### config.mk
export PLATFORM = sky130hd
export DESIGN_NAME = fact_ctrl_unit
export DESIGN_NICKNAME = d
export VERILOG_FILES = /design/src/rtl/fact_pkg.sv /design/src/rtl/fact_wdog.sv /design/src/rtl/fact_ctrl_unit.sv
export SDC_FILE = /design/constraint.sdc
export NUM_CORES = 1
export LEC_CHECK = 0
export ABC_CLOCK_PERIOD_IN_PS = 2000
export CAP_MARGIN = 20
export CORE_AREA = 2 2 39 41
export CTS_BUF_LIST = sky130_fd_sc_hd__clkbuf_16
export DETAILED_ROUTE_END_ITERATION = 8
export DIE_AREA = 0 0 41 43
export HOLD_SLACK_MARGIN = 0.12
export PLACE_DENSITY = 0.48
export SYNTH_ARGS = -nofsm -noshare
export SYNTH_HDL_FRONTEND = slang
export SYNTH_SLANG_ARGS = --single-unit
export TNS_END_PERCENT = 50
### constraint.sdc
create_clock -name clk -period 2 [get_ports clk]
set_input_delay 0.3 -clock clk [delete_from_list [all_inputs] [get_ports clk]]
set_output_delay 0.3 -clock clk [all_outputs]
set_load 0.005 [all_outputs]
### src/rtl/fact_pkg.sv
// Shared definitions for the factorial engine: controller state encoding,
// operand limit and down-counter width.
package fact_pkg;

    typedef enum logic [2:0] {
        IDLE  = 3'd0,
        LOAD  = 3'd1,
        CHECK = 3'd2,
        MUL   = 3'd3,
        DONE  = 3'd4,
        ERR   = 3'd5
    } fact_state_t;

    localparam int FACT_N_MAX = 12;
    localparam int FACT_CNT_W = 4;

    // Cycle (counted from the go edge) in which done pulses for a legal n.
    function automatic int fact_done_cycle(input int n);
        int m;
        m = (n < 1) ? 1 : n;
        return 2 * m + 1;
    endfunction

endpackage

### src/rtl/fact_wdog.sv
// Saturating busy-cycle counter; expired stays high once LIMIT is reached
// until clr returns the count to zero.
module fact_wdog #(
    parameter int LIMIT = 31,
    parameter int W     = $clog2(LIMIT + 1)
) (
    input  logic clk,
    input  logic rst,
    input  logic clr,
    output logic expired
);

    localparam logic [W-1:0] LIMIT_C = W'(LIMIT);

    logic [W-1:0] count;

    always_ff @(posedge clk) begin
        if (rst || clr) begin
            count <= '0;
        end else if (count != LIMIT_C) begin
            count <= count + 1'b1;
        end
    end

    assign expired = (count == LIMIT_C);

endmodule

### src/rtl/fact_ctrl_unit.sv
// Factorial engine controller: sequences load / check / multiply-down on the
// datapath. Optional busy watchdog enabled by defining FACT_CU_WDOG_EN.
module fact_ctrl_unit
    import fact_pkg::*;
#(
    parameter int WDOG_LIMIT = 31
) (
    input  logic        clk,
    input  logic        rst,
    input  logic        go,
    input  logic        compared,
    input  logic        error,
    output logic        sel1,
    output logic        sel2,
    output logic        Load_cnt,
    output logic        Load_reg,
    output logic        EN,
    output logic        done,
    output logic        busy,
    output logic        err,
    output fact_state_t dbg_state
);

    // Handshake: go is accepted only on an edge where the unit is in IDLE;
    // exactly one done pulse follows each accepted go (success or error),
    // and go seen in any other state is dropped.

    fact_state_t state;
    fact_state_t next_state;
    logic        result_valid;
    logic        err_q;
    logic        go_accept;
    logic        wdog_expired;

    if (WDOG_LIMIT <= 2 * FACT_N_MAX + 1) begin : g_limit_check
        $error("WDOG_LIMIT must exceed the longest legal run");
    end

`ifdef FACT_CU_WDOG_EN
    logic wdog_clr;

    assign wdog_clr = (state == IDLE);

    fact_wdog #(
        .LIMIT (WDOG_LIMIT)
    ) u_wdog (
        .clk     (clk),
        .rst     (rst),
        .clr     (wdog_clr),
        .expired (wdog_expired)
    );
`else
    assign wdog_expired = 1'b0;
`endif

    assign go_accept = (state == IDLE) && go;

    always_comb begin
        next_state = state;
        case (state)
            IDLE:    if (go) next_state = error ? ERR : LOAD;
            LOAD:    next_state = CHECK;
            CHECK:   next_state = compared ? MUL : DONE;
            MUL:     next_state = CHECK;
            DONE:    next_state = IDLE;
            ERR:     next_state = IDLE;
            default: next_state = IDLE;
        endcase
        // A stuck loop is forced out; DONE/ERR already head back to IDLE.
        if (wdog_expired && (state inside {LOAD, CHECK, MUL})) begin
            next_state = ERR;
        end
    end

    always_ff @(posedge clk) begin
        if (rst) begin
            state        <= IDLE;
            result_valid <= 1'b0;
            err_q        <= 1'b0;
        end else begin
            state <= next_state;
            if (next_state == ERR) begin
                err_q <= 1'b1;
            end else if (go_accept) begin
                err_q <= 1'b0;
            end
            if (state == DONE) begin
                result_valid <= 1'b1;
            end else if (go_accept) begin
                result_valid <= 1'b0;
            end
        end
    end

    always_comb begin
        sel1     = 1'b0;
        sel2     = 1'b0;
        Load_cnt = 1'b0;
        Load_reg = 1'b0;
        EN       = 1'b0;
        done     = 1'b0;
        busy     = (state != IDLE);
        err      = err_q;
        case (state)
            IDLE: sel2 = result_valid;
            LOAD: begin
                Load_cnt = 1'b1;
                Load_reg = 1'b1;
            end
            MUL: begin
                sel1     = 1'b1;
                Load_reg = 1'b1;
                EN       = 1'b1;
            end
            DONE: begin
                done = 1'b1;
                sel2 = 1'b1;
            end
            ERR:     done = 1'b1;
            default: ;
        endcase
    end

    assign dbg_state = state;

endmodule

==> results.yml <==
finish:
  design_area_um2: 505
  diodes: 0
  syn2layout_area_growth_pct: 76.4
  drive_above_1_share_pct: 8.70
  final_nets: 52
yosys:
  syn_inst: 30
  syn_nets: 35
  synth.top_cells.by_count: "5 x dfxtp_1, 4 x nand2b_1"
  ys_types: 19
  synthTopCellsByArea: "dfxtp_1 35%, nand2b_1 8.7%, buf_6 7.9%"
  synth_edf_count: 0
  yosysMostFrequentCell: "dfxtp_1"
  synth_top_area_share_pct: 34.9
  ys_seq_area_share_pct: 34.9
  yosysWarnings: 0
  synth_top_area_cell: "dfxtp_1"
  avgSynthCellArea_um2: 9.55
  async_flop_share_pct: 0
  synth_flop_cell: "dfxtp_1"
  mappedNetlistArea_um2: 287
  ys_ff_latch: 5
grt:
  grt_pass1_wl_um: 1100
  grt-ovfl-total: 0
  grt_usage_pct: 9.96
  grt_pass1_vias: 258
  antenna_found_initial: 0
  grt_max_degree: 14
setup_path:
  startpoint_type: "register"
  worstPathRequired_ns: 1.70
  endpoint_kind: "output pin"
  path_class: "reg -> out"
  worstPathArrival_ns: 1.58
  cp_max_fo: 10
route:
  wl_per_cell_um: 10.9
  first_pass_iters: 2
  ant_nets: 0
  drtIter0Drc: 1
  vias: 273
  totalWireLength_um: 675
  detail_route.vias_per_cell: 4.40
  drc: 0
floorplan:
  die-height_um: 43
  start_util_pct: 20.7
  core_um2: 1380
  rows: 14
  io_pins: 16
  die_x_um: 41
  die-area_um2: 1760
clock_network:
  clockRootBuffer: "clkbuf_16"
  htree_levels: 1
  clkTransAtPathRegs_ns: 0.03
  cts_tree: "yes"
  clockBufferDepth: 2
  cts.sinks: 5
  post_cts_buffers: 0
  cts_buffers: 3
  clk_latency_ns: 0.23
  postCtsHoldBufs: 0
  cts_resized: 0
pwr:
  swShare_pct: 18.7
  power_frac_clock_pct: 63.1
  peakVddDrop_uv: 509
  power_frac_comb_pct: 13.2
  p_sw_mw: 0.0952
  p_seq_share_pct: 23.6
  power_density_nw_per_um2: 1010
  p_int_mw: 0.413
  p_leak_nw: 0.187
min_path:
  hold_class: "reg -> reg"
sta:
  setup_violations: 0
  slew_violations: 0
  clock_skew_ns: 0.000126
  grt_setup_unrepaired: "false"
  tns_ns: 0
  max_slew_margin_pct: 73.0
  worstMarginPinSlew_ns: 0.404
  min_period_over_period_pct: 93.9
  period_needed_ns: 1.88
  fmax_ghz: 0.533
  final_hold_viol_count: 0
placement:
  placed_area_um2: 427
  port-buffer-count: 15
  gp_congestion: 0.721
run:
  max_cap_violations: 0
run_status:
  status: "completed"
power by group through the flow:
stage                     clock network [mW]  registers, mW  logic, mW
final                                  0.321          0.120     0.0673
after global placement                     0          0.121     0.0682
after CTS                              0.325          0.120     0.0686
after detailed placement                   0          0.122     0.0679
after floorplan                            0          0.115     0.0352
after global routing                   0.332          0.122     0.0726
flip-flops by register name (all words and copies together), names as in the netlist:
signal / flops
dbg_state: 3
err: 1
result_valid: 1
area by class of cell:
| class | count | area (um^2) |
|---|---|---|
| repair buffers | 15 | 150 |
| fillers | 146 | 878 |
| well taps | 16 | 20.0 |
| flip-flops and latches | 5 | 100 |
| clock buffers | 3 | 75.1 |
| multi-input cells | 22 | 156 |
| clock inverters | 1 | 3.75 |
routing by layer:
layer / up-vias / track usage, % / routed length [um]
met5: - / 0 / 0
met4: 0 / 10.0 / 14
met3: 2 / 6.28 / 44
met2: 9 / 11.9 / 329
met1: 125 / 11.0 / 288
li1: 137 / - / -
kinds of logic (layout without fill, tap and decap cells):
group / after synthesis / count (layout) / synth area share [%]
AOI/OAI and AO/OA: 3 / 3 / 8.73
buffers and inverters: 3 / 19 / 10.5
DFF: 5 / 5 / 34.9
muxes: 2 / 2 / 6.99
and+or+nand+nor: 17 / 17 / 38.9
cells in the final DEF (no fill, tap or decap):
| cell | synthesis | routed |
|---|---|---|
| nor4_1 | 1 | 1 |
| nor3b_1 | 1 | 1 |
| nand3b_1 | 1 | 1 |
| or3_1 | 1 | 1 |
| inv_1 | 0 | 1 |
| nand2b_1 | 4 | 4 |
| clkdlybuf4s50_1 | 0 | 15 |
| mux2i_1 | 2 | 2 |
| o21ai_1 | 1 | 1 |
| nor3_1 | 2 | 2 |
| dfxtp_1 | 5 | 5 |
| and2_1 | 1 | 1 |
| and2b_1 | 1 | 1 |
| nor4b_1 | 1 | 1 |
| nor2b_1 | 2 | 2 |
| or4b_1 | 1 | 1 |
| a21oi_1 | 1 | 1 |
| a2111oi_2 | 1 | 1 |
| clkbuf_16 | 0 | 3 |
| nor2_1 | 1 | 1 |
path summary, 6_finish.rpt:
kind                              from                   endpoint  slack, ns  depth (start not counted)
max            dbg_state[0]$_SDFF_PP0_                         EN       0.12                          3
min reg2reg  result_valid$_SDFFE_PP0P_  result_valid$_SDFFE_PP0P_       0.47                          2
max reg2reg    dbg_state[1]$_SDFF_PP0_  result_valid$_SDFFE_PP0P_       0.87                          2
min          result_valid$_SDFFE_PP0P_  result_valid$_SDFFE_PP0P_       0.47                          2
stage by stage:
stage / power, mW / hold WS (ns) / utilization, % / setup slack, ns / std cells
floorplan: 0.150 / 0.369 / - / 0.718 / 30
global placement: 0.190 / 0.459 / 30.8 / 0.367 / 58
detailed placement: 0.190 / 0.464 / 30.8 / 0.351 / 58
CTS: 0.514 / 0.469 / 36.5 / 0.103 / 62
global route: 0.526 / 0.517 / 36.5 / 0.0739 / 62
finish: 0.508 / 0.469 / 36.5 / 0.122 / 62
worst max-delay path: stages (launching register included):
cell             delay (ns)
dfxtp_1                0.49
and2b_1                0.20
and2_1                 0.15
clkdlybuf4s50_1        0.51
Note: power is estimated with default switching activity, not from simulation.
